**src/rtl/cla_pkg.sv**
```systemverilog
// Shared types and helpers for the nibble-serial carry-lookahead adder family.
package cla_pkg;

  localparam int NIBBLE = 4;

  typedef logic [NIBBLE-1:0] nibble_t;

  typedef enum logic [1:0] {
    IDLE,
    RUN,
    DONE
  } state_t;

  function automatic int nibbles(input int width);
    return width / NIBBLE;
  endfunction

endpackage

```
**src/rtl/cla_carry_4.sv**
```systemverilog
// 4-bit lookahead carry unit, fully two-level expanded, with group G/P outputs.
module cla_carry_4
  import cla_pkg::*;
(
  input  nibble_t    i_g,
  input  nibble_t    i_p,
  input  logic       i_c0,
  output logic [4:1] o_c,
  output logic       o_gg,
  output logic       o_pg
);

  assign o_c[1] = i_g[0] | (i_p[0] & i_c0);
  assign o_c[2] = i_g[1] | (i_p[1] & i_g[0]) | (i_p[1] & i_p[0] & i_c0);
  assign o_c[3] = i_g[2] | (i_p[2] & i_g[1]) | (i_p[2] & i_p[1] & i_g[0])
                | (i_p[2] & i_p[1] & i_p[0] & i_c0);
  assign o_c[4] = i_g[3] | (i_p[3] & i_g[2]) | (i_p[3] & i_p[2] & i_g[1])
                | (i_p[3] & i_p[2] & i_p[1] & i_g[0])
                | (i_p[3] & i_p[2] & i_p[1] & i_p[0] & i_c0);

  assign o_gg = i_g[3] | (i_p[3] & i_g[2]) | (i_p[3] & i_p[2] & i_g[1])
              | (i_p[3] & i_p[2] & i_p[1] & i_g[0]);
  assign o_pg = &i_p;

endmodule

```
**src/rtl/cla_gp_4.sv**
```systemverilog
// 4-bit generate/propagate precompute stage feeding a lookahead carry unit.
module cla_gp_4
  import cla_pkg::*;
(
  input  nibble_t i_a,
  input  nibble_t i_b,
  output nibble_t o_g,
  output nibble_t o_p
);

  // OR-propagate: only valid for carries, never for the sum bit.
  assign o_g = i_a & i_b;
  assign o_p = i_a | i_b;

endmodule

```
**src/rtl/cla_nibble_serial_adder.sv**
```systemverilog
// Sequential WIDTH-bit adder: one nibble per clock through a 4-bit CLA, LSB first.
module cla_nibble_serial_adder
  import cla_pkg::*;
#(
  parameter int WIDTH = 16
) (
  input  logic             i_clk,
  input  logic             i_rst_n,
  input  logic             i_valid,
  output logic             o_ready,
  input  logic [WIDTH-1:0] i_a,
  input  logic [WIDTH-1:0] i_b,
  input  logic             i_cin,
  output logic             o_valid,
  input  logic             i_ready,
  output logic [WIDTH-1:0] o_sum,
  output logic             o_cout,
  output logic             o_ovf
);

  localparam int NIB  = nibbles(WIDTH);
  localparam int CNTW = $clog2(NIB) + 1;

  if ((WIDTH % NIBBLE) != 0 || WIDTH < NIBBLE) begin : g_width_check
    $error("cla_nibble_serial_adder: WIDTH must be a multiple of 4 and >= 4");
  end

  state_t            state_q, state_d;
  logic [CNTW-1:0]   cnt_q, cnt_d;
  logic [WIDTH-1:0]  a_q, a_d, b_q, b_d;
  logic [WIDTH-1:0]  sumSh_q, sumSh_d;
  logic [WIDTH-1:0]  sum_q, sum_d;
  logic              carry_q, carry_d;
  logic              cout_q, cout_d;
  logic              ovf_q, ovf_d;
  logic              valid_q, valid_d;
  logic              ready_q, ready_d;

  nibble_t           nibA, nibB, gen, prop, sumNib;
  logic [4:1]        carry;
  logic [1:0]        unused_grp;
  logic [WIDTH+3:0]  extSum;

  assign nibA = a_q[NIBBLE-1:0];
  assign nibB = b_q[NIBBLE-1:0];

  cla_gp_4 u_gp (
    .i_a (nibA),
    .i_b (nibB),
    .o_g (gen),
    .o_p (prop)
  );

  cla_carry_4 u_carry (
    .i_g  (gen),
    .i_p  (prop),
    .i_c0 (carry_q),
    .o_c  (carry),
    .o_gg (unused_grp[1]),
    .o_pg (unused_grp[0])
  );

  // Sum bits use the true XOR propagate; the new nibble enters at the MSB end.
  assign sumNib = nibA ^ nibB ^ {carry[3:1], carry_q};
  assign extSum = {sumNib, sumSh_q};

  always_comb begin
    state_d = state_q;
    cnt_d   = cnt_q;
    a_d     = a_q;
    b_d     = b_q;
    sumSh_d = sumSh_q;
    sum_d   = sum_q;
    carry_d = carry_q;
    cout_d  = cout_q;
    ovf_d   = ovf_q;
    valid_d = valid_q;
    ready_d = ready_q;
    case (state_q)
      IDLE: begin
        if (i_valid && ready_q) begin
          a_d     = i_a;
          b_d     = i_b;
          carry_d = i_cin;
          cnt_d   = '0;
          ready_d = 1'b0;
          state_d = RUN;
        end
      end
      RUN: begin
        a_d     = a_q >> NIBBLE;
        b_d     = b_q >> NIBBLE;
        sumSh_d = extSum[WIDTH+NIBBLE-1:NIBBLE];
        carry_d = carry[4];
        cnt_d   = cnt_q + CNTW'(1);
        if (cnt_q == CNTW'(NIB - 1)) begin
          sum_d   = extSum[WIDTH+NIBBLE-1:NIBBLE];
          cout_d  = carry[4];
          ovf_d   = carry[3] ^ carry[4];
          valid_d = 1'b1;
          state_d = DONE;
        end
      end
      DONE: begin
        if (i_ready) begin
          valid_d = 1'b0;
          ready_d = 1'b1;
          state_d = IDLE;
        end
      end
      default: begin
        state_d = IDLE;
        valid_d = 1'b0;
        ready_d = 1'b1;
      end
    endcase
  end

  always_ff @(posedge i_clk or negedge i_rst_n) begin
    if (!i_rst_n) begin
      state_q <= IDLE;
      cnt_q   <= '0;
      a_q     <= '0;
      b_q     <= '0;
      sumSh_q <= '0;
      sum_q   <= '0;
      carry_q <= 1'b0;
      cout_q  <= 1'b0;
      ovf_q   <= 1'b0;
      valid_q <= 1'b0;
      ready_q <= 1'b1;
    end else begin
      state_q <= state_d;
      cnt_q   <= cnt_d;
      a_q     <= a_d;
      b_q     <= b_d;
      sumSh_q <= sumSh_d;
      sum_q   <= sum_d;
      carry_q <= carry_d;
      cout_q  <= cout_d;
      ovf_q   <= ovf_d;
      valid_q <= valid_d;
      ready_q <= ready_d;
    end
  end

  assign o_ready = ready_q;
  assign o_valid = valid_q;
  assign o_sum   = sum_q;
  assign o_cout  = cout_q;
  assign o_ovf   = ovf_q;

endmodule
```
**config.mk**
```make
export PLATFORM = sky130hd
export DESIGN_NAME = cla_nibble_serial_adder
export DESIGN_NICKNAME = d
export VERILOG_FILES = /design/src/rtl/cla_pkg.sv /design/src/rtl/cla_carry_4.sv /design/src/rtl/cla_gp_4.sv /design/src/rtl/cla_nibble_serial_adder.sv
export SDC_FILE = /design/constraint.sdc
export NUM_CORES = 1
export LEC_CHECK = 0
export BUFFER_PORTS_ARGS = -buffer_cell sky130_fd_sc_hd__buf_2
export CELL_PAD_IN_SITES_DETAIL_PLACEMENT = 0
export CELL_PAD_IN_SITES_GLOBAL_PLACEMENT = 2
export CORE_MARGIN = 10
export CORE_UTILIZATION = 38
export DETAILED_ROUTE_END_ITERATION = 7
export GPL_TIMING_DRIVEN = 0
export PLACE_DENSITY_LB_ADDON = 0.1
export SKIP_CTS_REPAIR_TIMING = 1
export SLEW_MARGIN = 20
export SYNTH_ARGS = -nofsm -noshare
export SYNTH_HDL_FRONTEND = slang
export SYNTH_SLANG_ARGS = --single-unit
export TNS_END_PERCENT = 1
```
**constraint.sdc**
```tcl
create_clock -name i_clk -period 3.1 [get_ports i_clk]
set_clock_uncertainty 0.15 [all_clocks]
set_input_delay 0 -clock i_clk [delete_from_list [all_inputs] [get_ports i_clk]]
set_output_delay 0 -clock i_clk [all_outputs]
set_load 0.05 [all_outputs]
```
# After elaboration in Yosys (flattened, before gate mapping)
# Cells that the tools add are included.
[totals] in_bits=37 output_inout_bits=20 reg_bits=74
[classes] addsub=1 reduce_logical=8 bitwise=33 mux=18 n_eq_ne=6
[ops] cell="16-bit case mux with 2 select lines" count=2
[ops] cell="16-bit two-way mux" count=2
[ops] cell="1-bit AND" count=16
[ops] cell="1-bit OR" count=10
[ops] cell="3-bit AND reduction" count=3
[ops] cell="4-bit XOR" count=2
[ops] cell="2-bit two-way mux" count=3
[ops] cell="2-bit != test (second input constant)" count=3
[ops] cell="1-bit case mux with 3 select lines" count=2
[ops] cell="2-bit case mux with 3 select lines" count=1
[ops] cell="3-bit case mux with 2 select lines" count=1
[ops] cell="1-bit two-way mux" count=5
[ops] cell="4-bit AND" count=1
[ops] cell="4-bit OR" count=1
[ops] cell="2-bit AND reduction" count=2
[ops] cell="3-bit by 1-bit adder with 3-bit output (second input constant)" count=1
[ops] cell="3-bit by 2-bit == test with 1-bit output (second input constant)" count=1
[ops] cell="3-bit two-way mux" count=1
[ops] cell="2-bit by 1-bit == test with 1-bit output (second input constant)" count=1
[ops] cell="2-bit == test (second input constant)" count=1
[ops] cell="2-bit zero test" count=1
[ops] cell="1-bit NOT" count=2
[ops] cell="1-bit case mux with 2 select lines" count=1
[ops] cell="2-bit nonzero test" count=1
[ops] cell="2 further kinds" count=2

# Depth between registers and ports, before layout
[depth] depth_word=7 ltp_mapped=7 ltp_nobuf=6

# By module
# Synthesis repeated with hierarchy kept, for this count alone.
[hier_totals] hier_cells=278 hier_area_um2=3139.3
[by_module_without_submodules] mod="cla_nibble_serial_adder" n_inst=1 cells_each=260 area_per_inst_um2=3024.2
[by_module_without_submodules] mod="cla_carry_4" n_inst=1 cells_each=10 area_per_inst_um2=60.1
[by_module_without_submodules] mod="cla_gp_4" n_inst=1 cells_each=8 area_per_inst_um2=55.1

# Worst setup path before layout
# Ideal clock, no wire load.
[synth_path] kind="register to register" from="register ready_q (netlist: o_ready)" to="register carry_q" setup_ps=138 t_arrival_ps=1381 path_stages_with_launch=6 path_slack_ps=1431 cell_sequence="dfstp_2 -> nand3b_4 -> buf_6 -> buf_4 -> o31ai_1 -> a31oi_1"
[synth_between] elab_chain_cells=3
[synth_lines] element="start, declared" line="cla_nibble_serial_adder.sv:37" text="logic ready_q, ready_d;"
[synth_lines] element="start signal, assigned" line="cla_nibble_serial_adder.sv:143" text="ready_q <= ready_d;"
[synth_lines] element="1-bit logical AND" line="cla_nibble_serial_adder.sv:81" text="if (i_valid && ready_q) begin"
[synth_lines] element="2-bit != test (no line)"
[synth_lines] element="2-bit AND reduction (no line)"
[synth_lines] element="end signal, assigned" line="cla_nibble_serial_adder.sv:139" text="carry_q <= carry_d;"
[synth_lines] element="end, declared" line="cla_nibble_serial_adder.sv:33" text="logic carry_q, carry_d;"
# No other way between the ends.
# A chain may end at the register's enable or synchronous reset.

# Worst setup path in the final report
[layout_path] from="register state_q[0]" to="register ready_q (netlist: o_ready)"
[layout_between] elab_chain_cells=3 elab_cells_between_ends=8 cone_classes="eq/ne (4); mux (1); bitwise (1); reduce/logical (2)"
[layout_lines] element="start, declared" line="cla_nibble_serial_adder.sv:28" text="state_t state_q, state_d;"
[layout_lines] element="start signal, assigned" line="cla_nibble_serial_adder.sv:133" text="state_q <= state_d;"
[layout_lines] element="2-bit == test (tied with other cells)" line="cla_nibble_serial_adder.sv:79" text="case (state_q)"
[layout_lines] element="2-bit != test (no line) / 1-bit NOT (equally long branches)"
[layout_lines] element="3-bit AND reduction (no line)"
# Parallel ways exist; a longest one is shown, timed or not.

==> run summary <==
The total core area is 8260 um2. The classification of the worst-slack hold path was in -> async. TritonCTS built the clock tree.

Once the floorplan was initialized, standard cells occupied 39.2% of the core. The max-cap check violation count came out at 0. The synthesized netlist devotes 11.8% of its cell area to simple gates. For this block, wires on met1 add up to 3640 um. Setup repair after global routing left no endpoint under its margin. 0 antenna diodes ended up in the layout.

Of the post-synthesis cell area, the dominant cell type holds 53.3%. Entering global routing, the biggest net connects 45 pins. Combinational family with the most area after synthesis: multiplexers. Timing would allow up to 547 MHz. Detailed routing inserted a total of 2,409 vias. The tools report the final number of setup-violating endpoints as 0. In this run the worst setup path begins at state_q[0]$_DFFE_PN0P_. After detailed routing, the average wire length per cell comes to 15.0 um. The global placement routability congestion is 0.749, and the share of cell area taken by muxes after synthesis is 14.9%.

Sum of routed wire length over all layers: 7670 um. The total power was 3350 uW; the ratio of total power to cell area was 796 nW/um2. The post-synthesis to final-layout area growth was 30.1%; the register area share after synthesis was 54.1%. Synthesis produced a netlist with a net count of 345.

The worst-case IR drop observed on VDD is 0.000244 V. The worst register-to-register path has a depth of 4. For the worst-case headroom to the max-slew limit, the log shows 61.8%. The cell taking the most area after synthesis is dfrtp_1. Via count of the first global-routing pass: 2,446. The end of the worst register-to-register path was o_ready$_DFFE_PN1P_.

Before antenna repair, the detailed router went through 4 iterations. Clock-pin slew was measured on the worst setup and hold paths at 0.08 ns. The kind of critical path is reg -> reg. Number of nets still failing antenna checks after routing: 0. The number of buffers added by the clock tree synthesis step is 9, and the data arrival at the endpoint of the critical path is 1.97 ns. The final hold slack was -0.0204 ns. The worst setup path is captured at a register. The top fanout value on the critical path was 10; the detailed-route vias per instance was 4.71.

The longest clock path from root to sink contains 2 buffers. The commonest register cell after synthesis was dfrtp_1. The tools report the worst path required time as 3.24 ns. Setup slack on the worst reg-to-reg path comes out at 1.27 ns. In the post-synthesis netlist, the biggest area contributors are dfrtp_1 53%, mux2i_1 9.6%, nand2_1 7.5%.

Counting I/O delays and the setup requirement, the final critical path takes 1.83 ns. Cells with a size suffix above 1 make up 24.6% of the layout. The share of async-settable or async-resettable flops after synthesis is 100%.

The first global-routing pass estimated 12,500 um of wire. The area share of fa/ha/maj cells after synthesis works out to 4.48%. Signal routing reaches up to met4.

For the cell row count, the log shows 33. Counting flops and latches in the post-synthesis netlist gives 70. The max-slew violation count came out at 0. The startpoint identified for the worst register-to-register timing path is state_q[0]$_DFFE_PN0P_.

The number of H-tree levels was 3; the sequential cell area in the final layout was 1750 um2. For this run, the total global-route usage over all layers was measured as 12.2%. The number of sinks driven by the clock tree is 70.

The wire length on met2 was 3570 um. The final count of hold timing violations was 25; the layout filler cell count was 783. For this design the static power due to leakage is 0.00228 uW. For the distinct cell type count of the synthesized netlist, the log shows 33. Summing all multi-input logic gate instances after layout gives 1330 um2. The post-layout worst setup margin is 1.27 ns. The number of input and output port buffers inserted works out to 56.

The worst setup path is launched from a register. Summing the areas of all compound-gate instances in the mapped netlist gives 9.42% of the synthesized area. The final reports fail on hold timing. Summing the areas of all xor and xnor instances in the mapped netlist gives 0.541% of the synthesized area. The number of antenna violations at the first check in global routing was 0; the worst-margin pin slew was 0.573 ns. For this run, design rule violations remaining after detail routing come to 0.

Summing every instance area after synthesis gives 3240 um2. The die covers 12,600 um2. Summed over all nets, the half-perimeter wirelength after detailed placement is 5510 um. Die boundary width: 112 um. The flow ran to the end, but the final reports show violations.

For the gate count after technology mapping, the log shows 297. The tools report the number of synthesis warnings as 0. The run gives 0 ns as the sum of negative setup slack. The run gives 449 as the count of nets after finishing. The floorplan step set the die height to 112 um. Wire segments on met3 add up to 349 um in the final route. Averaged over all synthesized cells, the footprint is 10.9 um2. The total congestion overflow after global routing came out at 0. The run gives 1.31 ns as the post-placement worst setup slack. The clock reaches the later pin of the worst-skew pair after 0.35 ns. For the violation count after the first detailed-route iteration, the log shows 104. CTS placed an instance of clkbuf_8 at the clock tree root.

Yosys mapped a number of flops with a built-in enable equal to 0. Top-level port count: 57. The share of the clock period used by the worst path after layout was 58.9%.
-- placed cells by master (no fill, tap or decap), drive strengths merged, types with 2 or more instances in the layout --
| cell | instances |
|---|---|
| a21oi | 7 |
| buf | 67 |
| nor2b | 2 |
| clkinvlp | 3 |
| nor3 | 2 |
| inv | 12 |
| nor2 | 7 |
| mux2i | 31 |
| clkinv | 3 |
| nand2b | 4 |
| mux2 | 12 |
| ha | 10 |
| nand2 | 66 |
| dfrtp | 69 |
| dlygate4sd3 | 36 |
| clkbuf | 17 |
| o21ai | 38 |
| o31ai | 3 |
| nand3 | 5 |
-- cells by family (layout without fill, tap and decap cells) --
logic type,count (synthesis),after routing
simple gates,87,87
flops,70,70
compound gates,55,55
mux,43,43
buf+inv,29,138
fa+ha+maj,11,11
xor+xnor,2,2
-- power by group --
group | switching, uW | internal (uW) | total [uW]
sequential | 218 | 1270 | 1490
combinational | 753 | 456 | 1210
clock | 367 | 291 | 658
total | 1340 | 2020 | 3350
-- metrics by stage --
stage	util, %	area, um2	instances
CTS	46.7	3850	475
global route	51.0	4220	511
finish	51.0	4220	511
global placement	44.2	3650	458
detailed placement	44.6	3680	459
floorplan	-	3240	297
-- area by class of cell --
type	instances	area share [%]
Timing Repair Buffer	93	15.9
Tap cell	105	3.12
Multi-Input combinational cell	198	31.6
Sequential cell	70	41.6
Clock buffer	9	2.94
Inverter	11	0.980
Clock inverter	7	1.19
Buffer	18	2.67
-- registers in the layout, indices dropped and copies added (netlist names) --
register / count
o_valid: 1
a_q: 16
cnt_q: 3
o_sum: 16
sumSh_q: 12
o_cout: 1
o_ovf: 1
b_q: 16
o_ready: 1
carry_q: 1
state_q: 2
-- cells in the mapped netlist (4+ instances only) --
cell type,n
nand2_1,65
nor2_1,7
mux2i_1,31
ha_1,10
inv_1,11
nand3_1,5
nand2b_1,4
a21oi_1,7
mux2_4,10
o21ai_0,38
clkbuf_1,8
dfrtp_1,69
buf_6,4
-- worst max-delay path, cell delays in order, from the launching register on --
cell and delay (ns):
dfrtp_1 0.40, clkbuf_1 0.44, nor3_1 0.13, nor2_1 0.10
dlygate4sd3_1 0.56
-- layer usage --
layer,vias to the layer above,track usage [%]
met5,-,0
met4,0,4.31
met3,11,4.26
met2,49,19.3
met1,1140,15.1
li1,1209,-
-- worst max path at each step --
stage	endpoint	slack, ns
2_1_floorplan	carry_q$_DFFE_PN0P_	1.43
3_3_place_gp	o_sum[6]$_DFFE_PN0P_	1.32
3_5_place_dp	o_sum[11]$_DFFE_PN0P_	1.31
4_1_cts	o_sum[4]$_DFFE_PN0P_	1.29
5_1_grt	o_ready$_DFFE_PN1P_	1.14
6_report	o_ready$_DFFE_PN1P_	1.27
(Power assumes the default switching activity.)
